<file path="config.mk">
export PLATFORM = sky130hd
export DESIGN_NAME = fetch_channel_resp
export DESIGN_NICKNAME = d
export VERILOG_FILES = /design/src/rtl/fetch_channel_resp.sv
export SDC_FILE = /design/constraint.sdc
export NUM_CORES = 1
export LEC_CHECK = 0
export ABC_CLOCK_PERIOD_IN_PS = 4500
export CORE_AREA = 4 4 249 251
export DETAILED_ROUTE_END_ITERATION = 16
export DIE_AREA = 0 0 253 255
export GPL_TIMING_DRIVEN = 1
export PLACE_DENSITY = 0.76
export SYNTH_ARGS = -nofsm -noshare
export SYNTH_HDL_FRONTEND = slang
export SYNTH_SLANG_ARGS = --single-unit
</file>
<file path="constraint.sdc">
create_clock -name clock -period 4.5 [get_ports clock]
set_input_delay 0.45 -clock clock [delete_from_list [all_inputs] [get_ports clock]]
set_output_delay 0.45 -clock clock [all_outputs]
set_load 0.02 [all_outputs]
</file>
<file path="src/rtl/fetch_channel_resp.sv">
// Responder end of the instruction-fetch index channel: one DDR burst per
// accepted index, beats assembled into a full line and handed to the ibuffer.
module fetch_channel_resp #(
  parameter int BEATS  = 8,
  parameter int DATA_W = 64,
  parameter int IDX_W  = 19
) (
  input  logic                    clock,
  input  logic                    reset_n,
  input  logic                    pc_index_valid,
  input  logic [IDX_W-1:0]        pc_index,
  output logic                    pc_index_ready,
  output logic                    pc_operation_done,
  input  logic                    flush,
  output logic                    ddr_rd_req_valid,
  input  logic                    ddr_rd_req_ready,
  output logic [IDX_W-1:0]        ddr_rd_addr,
  input  logic                    ddr_rd_data_valid,
  input  logic [DATA_W-1:0]       ddr_rd_data,
  output logic                    line_valid,
  output logic [BEATS*DATA_W-1:0] line_data,
  output logic [IDX_W-1:0]        line_index
);

  localparam int CNT_W = $clog2(BEATS);

  typedef enum logic [1:0] {IDLE, REQ, RECV, DONE} state_t;

  state_t           state, state_next;
  logic [CNT_W-1:0] beat_cnt;
  logic             drop;

  assign pc_index_ready = (state == IDLE);

  always_comb begin
    state_next        = state;
    ddr_rd_req_valid  = 1'b0;
    line_valid        = 1'b0;
    pc_operation_done = 1'b0;
    case (state)
      IDLE: if (pc_index_valid) state_next = REQ;
      REQ: begin
        ddr_rd_req_valid = 1'b1;
        if (ddr_rd_req_ready) state_next = RECV;
      end
      RECV: if (ddr_rd_data_valid && beat_cnt == CNT_W'(BEATS - 1)) state_next = DONE;
      DONE: begin
        // A flush arriving in the delivery cycle itself still kills the pulses.
        line_valid        = !(drop || flush);
        pc_operation_done = !(drop || flush);
        state_next        = IDLE;
      end
      default: state_next = IDLE;
    endcase
  end

  // The burst is always drained even when dropped, so DDR never sees an
  // abandoned request; drop only gates the final delivery pulses.
  always_ff @(posedge clock or negedge reset_n) begin
    if (!reset_n) begin
      state       <= IDLE;
      beat_cnt    <= '0;
      drop        <= 1'b0;
      ddr_rd_addr <= '0;
      line_index  <= '0;
      line_data   <= '0;
    end else begin
      state <= state_next;
      case (state)
        IDLE: begin
          if (pc_index_valid) begin
            ddr_rd_addr <= pc_index;
            line_index  <= pc_index;
            drop        <= 1'b0;
          end
        end
        REQ: begin
          if (flush) drop <= 1'b1;
          if (ddr_rd_req_ready) beat_cnt <= '0;
        end
        RECV: begin
          if (flush) drop <= 1'b1;
          if (ddr_rd_data_valid) begin
            line_data[int'(beat_cnt)*DATA_W +: DATA_W] <= ddr_rd_data;
            beat_cnt <= beat_cnt + 1'b1;
          end
        end
        DONE: begin
          if (flush) drop <= 1'b1;
        end
        default: ;
      endcase
    end
  end

endmodule

</file>
==> Word level (Yosys, flattened, before mapping) <==
Index checks and enable logic that the tools add are counted.
{ "word_totals": {"in_bits": 89, "memories": 0, "output_inout_bits": 554, "rom_bits": 0, "ram_bits": 0, "register_bits": 537, "latchBits": 0} }
{ "classes": {"n_lt_le_gt_ge": 0, "mux": 13, "shift": 2, "bitwise": 0, "n_mul": 0, "div_mod_pow": 0, "n_eq_ne": 9, "add_sub_neg": 2, "reduce_logical": 11} }
{ "op_table": {"columns": ["operator", "count"], "rows": [
  ["bitwise mux 512 bit", 1],
  ["variable shift 64 x 33 -> 512 bit, first input constant", 1],
  ["variable part select 64 x 33 -> 512 bit", 1],
  ["negator 9 -> 33 bit", 1],
  ["inequality test 2 bit, second input constant", 4],
  ["case mux 2 bit (4 select lines)", 1],
  ["two-way mux 2 bit", 3],
  ["two-way mux 3 bit", 2],
  ["case mux 3 bit (2 select lines)", 1],
  ["AND reduction 2 bit", 3],
  ["AND reduction 3 bit", 2],
  ["equality test 2 bit, second input constant", 2],
  ["two-way mux 1 bit", 4],
  ["adder 3 x 1 -> 3 bit, second input constant", 1],
  ["equality test 3 bit, second input constant", 1],
  ["OR reduction 3 bit", 1],
  ["equality test 2 x 1 -> 1 bit, second input constant", 1],
  ["logical NOT 2 bit", 1],
  ["inequality test 2 x 1 -> 1 bit, second input constant", 1],
  ["case mux 1 bit (2 select lines)", 1],
  ["nonzero test 2 bit", 1],
  ["logical AND 1 bit", 1],
  ["logical NOT 1 bit", 1],
  ["logical OR 1 bit", 1]
]} }

==> Depth between registers and ports, before layout <==
Gate-level depths: netlist of the first run.
{ "logic_depth": {"depth_word": 4, "ltp_mapped": 11, "mapped_depth_nobuf": 6} }

==> Worst setup path before layout of the first run <==
OpenSTA, ideal clock, no wires.
{ "synth_path": {"path_kind": "register to register", "startpoint": "reg beat_cnt[0]", "endpoint": "reg line_data[10]", "setup_ns": 0.125, "stages_incl_launch_ff": 12, "path_slack_ns": 1.423, "arrival_ns": 2.951, "t_required_ns": 4.375, "path_buffers": 5, "path_cell_list": "dfrtp_1 > clkbuf_1 > clkbuf_1 > inv_1 > ha_1 > ha_1 > buf_6 > or4b_1 > or3_1 > buf_6 > buf_12 > mux2_4"} }
{ "synth_via": {"elab_chain_len": 3} }
{ "synth_lines": {"columns": ["item", "line", "rtl"], "rows": [
  ["start, declared", "30", "logic [CNT_W-1:0] beat_cnt;"],
  ["start signal, assigned", "85", "beat_cnt <= beat_cnt + 1'b1;"],
  ["negator 9 -> 33 bit (*)", "84", "line_data[int'(beat_cnt)*DATA_W +: DATA_W] <= ddr_rd_data;"],
  ["variable part select 64 x 33 -> 512 bit / variable shift 64 x 33 -> 512 bit (equally long branches)", "84", null],
  ["bitwise mux 512 bit (*)", "84", null],
  ["end signal, assigned by index", "84", null],
  ["end, declared", "21", "output logic [BEATS*DATA_W-1:0] line_data,"]
]} }
Mark *: on every way between the ends. The rest lies on a longest branch, timed or not.
A chain may end at the register's enable or synchronous reset.

==> Worst setup path in the final report of the first run <==
{ "layout_path": {"startpoint": "reg beat_cnt[1]", "endpoint": "reg line_data[17]"} }
The elaborated chain is that of the path after synthesis.

==> results of run 1 <==
[cells by family after synthesis]
family / synth area share, %
adders and majority gates: 0.672
buffers and inverters: 4.13
DFF: 60.1
AOI/OAI and AO/OA: 0.453
and+or+nand+nor: 7.17
muxes: 27.5
[cells in the final DEF (no fill, tap or decap), drive strengths merged, types with 2 or more instances in the layout]
| cell | synthesis | final |
|---|---|---|
| clkdlybuf4s50 | 0 | 641 |
| dfrtp | 537 | 537 |
| mux2 | 468 | 468 |
| and2 | 148 | 148 |
| clkbuf | 41 | 85 |
| inv | 70 | 74 |
| nand2 | 69 | 69 |
| mux2i | 64 | 64 |
| and3 | 45 | 45 |
| buf | 67 | 27 |
| ha | 12 | 12 |
| clkinv | 0 | 8 |
| and3b | 4 | 4 |
| nand2b | 3 | 3 |
| nand3 | 3 | 3 |
| a22o | 3 | 3 |
| nor2 | 2 | 2 |
| nor3b | 2 | 2 |
| o22ai | 2 | 2 |
| bufinv | 0 | 2 |
| nor2b | 2 | 2 |
[report_power, final]
part	internal, mW	switching (mW)
clock	2.74	1.93
sequential	5.50	0.425
combinational	2.35	2.66
[registers in the layout (all words and copies together), names as in the netlist]
| signal | count |
|---|---|
| line_data | 512 |
| line_index | 19 |
| beat_cnt | 3 |
| state | 2 |
| drop | 1 |
[final cells by class]
| class | instances | area, um2 |
|---|---|---|
| clock buffers | 85 | 1720 |
| clock inverters | 15 | 146 |
| fillers | 4954 | 28500 |
| inverters | 70 | 263 |
| multi-input cells | 839 | 8080 |
| flip-flops and latches | 537 | 13400 |
| well taps | 782 | 978 |
| repair buffers | 668 | 6740 |
[metal layers]
metal  track usage [%]  wire, um  up-vias
li1                  -         -     6486
met1              25.2     27500     7814
met2              38.2     36600      588
met3              6.58      5630      146
met4              8.45      2940        4
met5                 0        27        -
[metrics by stage]
stage               instances  hold slack, ns  power (mW)
floorplan                1554           0.154        8.64
global placement         2896           0.472        10.9
detailed placement       2896           0.489        11.0
CTS                      2996          0.0341        15.8
global route             2996          0.0875        16.3
finish                   2996         0.00852        15.6
[worst max path at each step]
stage                          to  slack, ns  cells past startpoint
finish              line_data[17]       1.04                      7
global route        line_data[22]       0.93                      7
CTS                 line_data[17]       1.06                      7
detailed placement  line_data[17]       1.08                      7
global placement    line_data[15]       1.16                      7
floorplan           line_data[10]       1.42                     11
[critical path, cell delays in order, from the launching register on]
cell and delay [ns]:
dfrtp_1 0.44, inv_1 0.14, ha_2 0.21, ha_1 0.44
or4b_1 0.57, or3_4 0.72, buf_4 0.43, mux2_4 0.35
==> key figures, run 1 <==
Setup path
  • R2r endpoint: line_data[17]
  • Worst endpoint required time: around 5.0 ns
  • CP max FO: between 40 and 50
  • CP arrival: 3.94 ns
  • R2R depth: 7
  • Crit path from: beat_cnt[1]
  • Worst R2R Setup Slack: 1.04 ns
  • Kind of critical path: flop to flop
  • Crit end category: flop
  • Critical R2R Launch: beat_cnt[1]
  • Worst setup SP type: flop

CTS
  • Reg clk slew, reported paths: approximately 0.06 ns
  • CTS tree: yes
  • Clock latency at the later pin of the worst-skew pair: 0.59 ns
  • Total CTS buffers: 56
  • Root Driver: clkbuf_16
  • H-tree Lvls: 2
  • Setup Buffers After CTS: 0
  • Clock Tree Buf Depth: 3
  • Post-CTS sizing: 0
  • # hold bufs at CTS: 0
  • CTS Sinks: ~540

Synthesis
  • Register bit total from synthesis: between 500 and 600
  • Sequential fraction of the synthesis area: 60.1%
  • Ys Warns: 0
  • Synth async-reset ratio: between 90% and 100%
  • Most common flop cell mapped by yosys: dfrtp_1
  • Top-count cell post-synth: dfrtp_1
  • Synth area leader: dfrtp_1
  • EDFF count, synth: 0
  • Synth Area per Inst: 14.4 um2
  • Largest cells by area after synthesis: dfrtp_1 (60%), mux2_2 (21%), and2_1 (4.1%)
  • Cell area after synthesis: 22300 um2
  • Post-synth net total: ~1700
  • Post-synth top area share: roughly three fifths
  • Synth unique cells: 34
  • Post-synth top cells: dfrtp_1 (537), mux2_2 (408), and2_1 (148)
  • Cell count after synthesis: ~1600

Cells and area
  • Syn-to-layout area delta: 40.3%
  • N_diodes: 0
  • Fin nets: roughly 2300
  • Post-route cell area: approximately 31000 um2
  • Final core occ: a little over half
  • Share of cells above drive strength 1: 27.2%

Drt
  • Vias/cell: 5.02
  • First-pass DRT Iterations: 5
  • Avg WL per Cell: roughly 24 um
  • Final WL: roughly 73000 um
  • Via count: 15038
  • Antenna viol nets, final: 0
  • First-iteration detailed-routing DRC count: a little over 700
  • Residual DRC: 0

Power and ir drop
  • Max VDD drop: about 0.32 mV
  • Leak: 14.9 nW
  • Pwr Density: approximately 500 nW/um2

Timing
  • Slew Limit Fails: 0
  • Hold Vio Cnt, Final: 0
  • Number of setup violations in the final report: 0
  • Fin crit share: 76.9%
  • Slew HR: between 20% and 30%
  • Max Freq: roughly 0.29 GHz
  • Setup Skew: between 0.01 and 0.015 ns
  • Unrepaired setup endpoints after global routing: no
  • Tmin final: roughly 3.5 ns
  • Worst Slack Setup Final: a little over 1 ns
  • Setup tns final: 0 ns
  • Worst Max-Slew Pin Slew: between 1 and 1.5 ns

GRT
  • First-pass GRT wire length: approximately 110000 um
  • Initial antenna violation count: 3
  • Total track usage: 21.8%
  • Total global routing overflow: 0
  • Number of global-route vias before repair: between 15000 and 20000
  • Largest net degree at the start of global routing: 134

Die
  • Die Width: ~250 um
  • Initial cell density of the core: 37.3%
  • Die Height: between 200 and 300 um
  • Core Rows: 90
  • Ports: between 600 and 700
  • Full die area: 64500 um2
  • Placeable Area: between 50000 and 60000 um2

Placement
  • Placer Congestion: a little under 0.8
  • Setup WS pre-CTS: roughly 1.1 ns
  • Dpl cell area: 29500 um2
  • DP Wirelength: just over 50000 um
  • Port Buffers: between 600 and 700

Outcome
  • Outcome: completed

Worst hold path
  • Worst hold path class: input pin to asynchronous set/reset pin

Run
  • Number of max-cap violations: 0
Note: power is estimated with default switching activity, not from simulation.
==> inputs of run 2 (changes only) <==
ABC_CLOCK_PERIOD_IN_PS = 2950   (was 4500)
CORE_AREA = 4 4 247 249   (was 4 4 249 251)
DIE_AREA = 0 0 251 253   (was 0 0 253 255)
PLACE_DENSITY = 0.8   (was 0.76)
clock period = 2.95 ns   (was 4.5 ns; I/O delays follow)
==> run 2 against run 1 <==
Sequential share of layout area shrank 0.12 points. Worst hold slack gained 0.30 ns. Sequential power is 53% higher. Critical path depth did not move. Power increased by 52%. Worst setup slack worse by 0.85 ns. Die area down 1.6%. Via count up 0.72%. Clock skew increased by 0.0032 ns. Routed wire length down 1.5%. Highest routed layer is now met4. Final area up 0.29%.
==> key figures, run 2 (same netlist as run 1, synthesis figures left out) <==
Power and ir drop
  • Leak: 14.9 nW (about the same)
  • Pwr Density: 755 nW/um2 (was 498 nW/um2)
  • Max VDD drop: 0.591 mV (was 0.320 mV)

Setup path
  • Buf+Inv Stages, Crit Path: 2 (unchanged)
  • CP arrival: 3.22 ns (was 3.94 ns)
  • Worst path slowest cell: or4b_1 (was or3_4)
  • Worst endpoint required time: 3.41 ns (was 4.97 ns)
  • Max incr delay on CP: 0.51 ns (was 0.72 ns)
  • Crit end category: flop (unchanged)
  • Kind of critical path: flop to flop (unchanged)
  • Worst R2R Setup Slack: 0.19 ns (was 1.04 ns)
  • CP max FO: 64 (was 43)
  • Worst setup SP type: flop (unchanged)
  • Worst path cell trace: inv_1, ha_2, ha_1, or4b_1, or3_4, buf_12, mux2_4 (was inv_1, ha_2, ha_1, or4b_1, or3_4, buf_4, mux2_4)
  • CP delay by family, top: simple AND/OR/NAND/NOR gates (unchanged)

Worst hold path
  • Worst hold path class: input pin to asynchronous set/reset pin (unchanged)

Die
  • Full die area: 63500 um2 (was 64500 um2)
  • Placeable Area: 58700 um2 (was 59900 um2)
  • Die Width: 251 um (was 253 um)
  • Core Rows: 89 (was 90)
  • Ports: 643 (unchanged)
  • Die Height: 253 um (was 255 um)
  • Initial cell density of the core: 38.1% (was 37.3%)

GRT
  • Largest net degree at the start of global routing: 79 (was 134)
  • Initial antenna violation count: 4 (was 3)
  • First-pass GRT wire length: 107000 um (about the same)
  • Number of global-route vias before repair: 16644 (was 16558)
  • Total track usage: 21.9% (was 21.8%)
  • Total global routing overflow: 0 (unchanged)

Timing
  • Max Freq: 0.362 GHz (was 0.289 GHz)
  • Setup Skew: 0.0145 ns (was 0.0114 ns)
  • Slew HR: 19.4% (was 26.6%)
  • Hold Vio Cnt, Final: 0 (unchanged)
  • Worst Max-Slew Pin Slew: 1.21 ns (was 1.10 ns)
  • Unrepaired setup endpoints after global routing: no (unchanged)
  • Tmin final: 2.76 ns (was 3.46 ns)
  • Number of setup violations in the final report: 0 (unchanged)
  • Slew Limit Fails: 0 (unchanged)
  • Setup tns final: 0 ns (unchanged)
  • Fin crit share: 93.5% (was 76.9%)

Run
  • Number of max-cap violations: 0 (unchanged)

CTS
  • CTS tree: yes (unchanged)
  • H-tree Lvls: 2 (unchanged)
  • CTS Sinks: 537 (unchanged)
  • Clock latency at the later pin of the worst-skew pair: 0.59 ns (about the same)
  • Root Driver: clkbuf_16 (unchanged)
  • Reg clk slew, reported paths: 0.06 ns (about the same)
  • Clock Tree Buf Depth: 3 (unchanged)
  • Total CTS buffers: 55 (was 56)

Placement
  • Placer Congestion: 0.809 (was 0.795)
  • Port Buffers: 642 (unchanged)
  • DP Wirelength: 50500 um (about the same)

Drt
  • Vias/cell: 5.06 (was 5.02)
  • Via count: 15147 (was 15038)
  • Met2 Routed Length: 36100 um (was 36600 um)
  • Avg WL per Cell: 23.9 um (was 24.3 um)
  • Residual DRC: 0 (unchanged)
  • Met3 WL: 5580 um (was 5630 um)
  • First-iteration detailed-routing DRC count: 897 (was 709)
  • Top sig layer: met4 (was met5)
  • Antenna viol nets, final: 0 (unchanged)
  • Final WL: 71600 um (was 72700 um)
  • First-pass DRT Iterations: 6 (was 5)
  • M1 WL: 28200 um (was 27500 um)

Cells and area
  • Final core occ: 53.6% (was 52.4%)
  • Most flop-heavy register: line_data (unchanged)
  • Top Registers: line_data x512, line_index x19, beat_cnt x3 (unchanged)
  • Fin nets: 2284 (was 2273)
  • Commonest non-fill, non-tap cell in the layout: clkdlybuf4s50_1 (unchanged)
  • Max FFs per register: 512 (unchanged)
  • N_diodes: 0 (unchanged)
  • Share of cells above drive strength 1: 27.0% (was 27.2%)
  • Syn-to-layout area delta: 40.7% (was 40.3%)
  • Commonest cells after routing, fill and taps aside: clkdlybuf4s50_1 (641), dfrtp_1 (536), mux2_2 (408) (unchanged)

Outcome
  • Outcome: completed (unchanged)
## run 2: cell count changes in the layout (fill, tap and decap cells not counted), moves of 2 or more
cell,change
buf_12,+8
buf_4,+3
bufinv_16,+2
clkbuf_1,+6
clkbuf_8,-9
clkinv_2,-3
inv_6,-4
## run 2: path summary, 6_finish.rpt
check / start / end / cells after the start
hold / removal: reset_n / line_data[405] / 2
setup / recovery: beat_cnt[1] / line_data[29] / 7
max in group asynchronous: reset_n / beat_cnt[0] / 3
hold reg to reg: drop / drop / 1
setup reg to reg: beat_cnt[1] / line_data[29] / 7
min in group clock: pc_index[12] / line_index[12] / 2
## run 2: repair_timing
action / in CTS / in global routing
setup buffers: 0 / 0
hold buffers: 1 / 0
hold endpoints to repair: 65 / 0
gates resized for setup: 0 / 0
## run 2: layout make-up
cell class	count	area (um2)
sequential	537	13400
fill	4725	27200
clock inverter	10	158
tap	773	967
multi-input combinational	839	8080
timing repair buffer	680	6930
clock buffer	82	1620
inverter	70	263
## run 2: power by group
group,leakage (nW),total (mW),switching (mW),internal (mW)
clock,0.872,6.92,2.81,4.11
sequential,7.03,9.07,0.685,8.39
combinational,7.03,7.75,4.13,3.62
## run 2: per-layer routing
layer	global-route usage (%)	vias up
met4	6.01	0
li1	-	6513
met5	0	-
met1	26.9	7894
met2	38.3	632
met3	6.05	108
## run 2: metrics by stage
stage,instance area [um2],std cells,hold WS [ns],total power [mW],worst slack (ns)
floorplan,22400,1554,-0.000591,13.2,0.0203
global placement,29700,2898,0.345,16.7,0.272
detailed placement,29700,2898,0.350,16.9,0.252
CTS,31500,2991,0.280,24.0,0.233
global route,31500,2991,0.292,24.7,0.115
finish,31500,2991,0.311,23.7,0.191
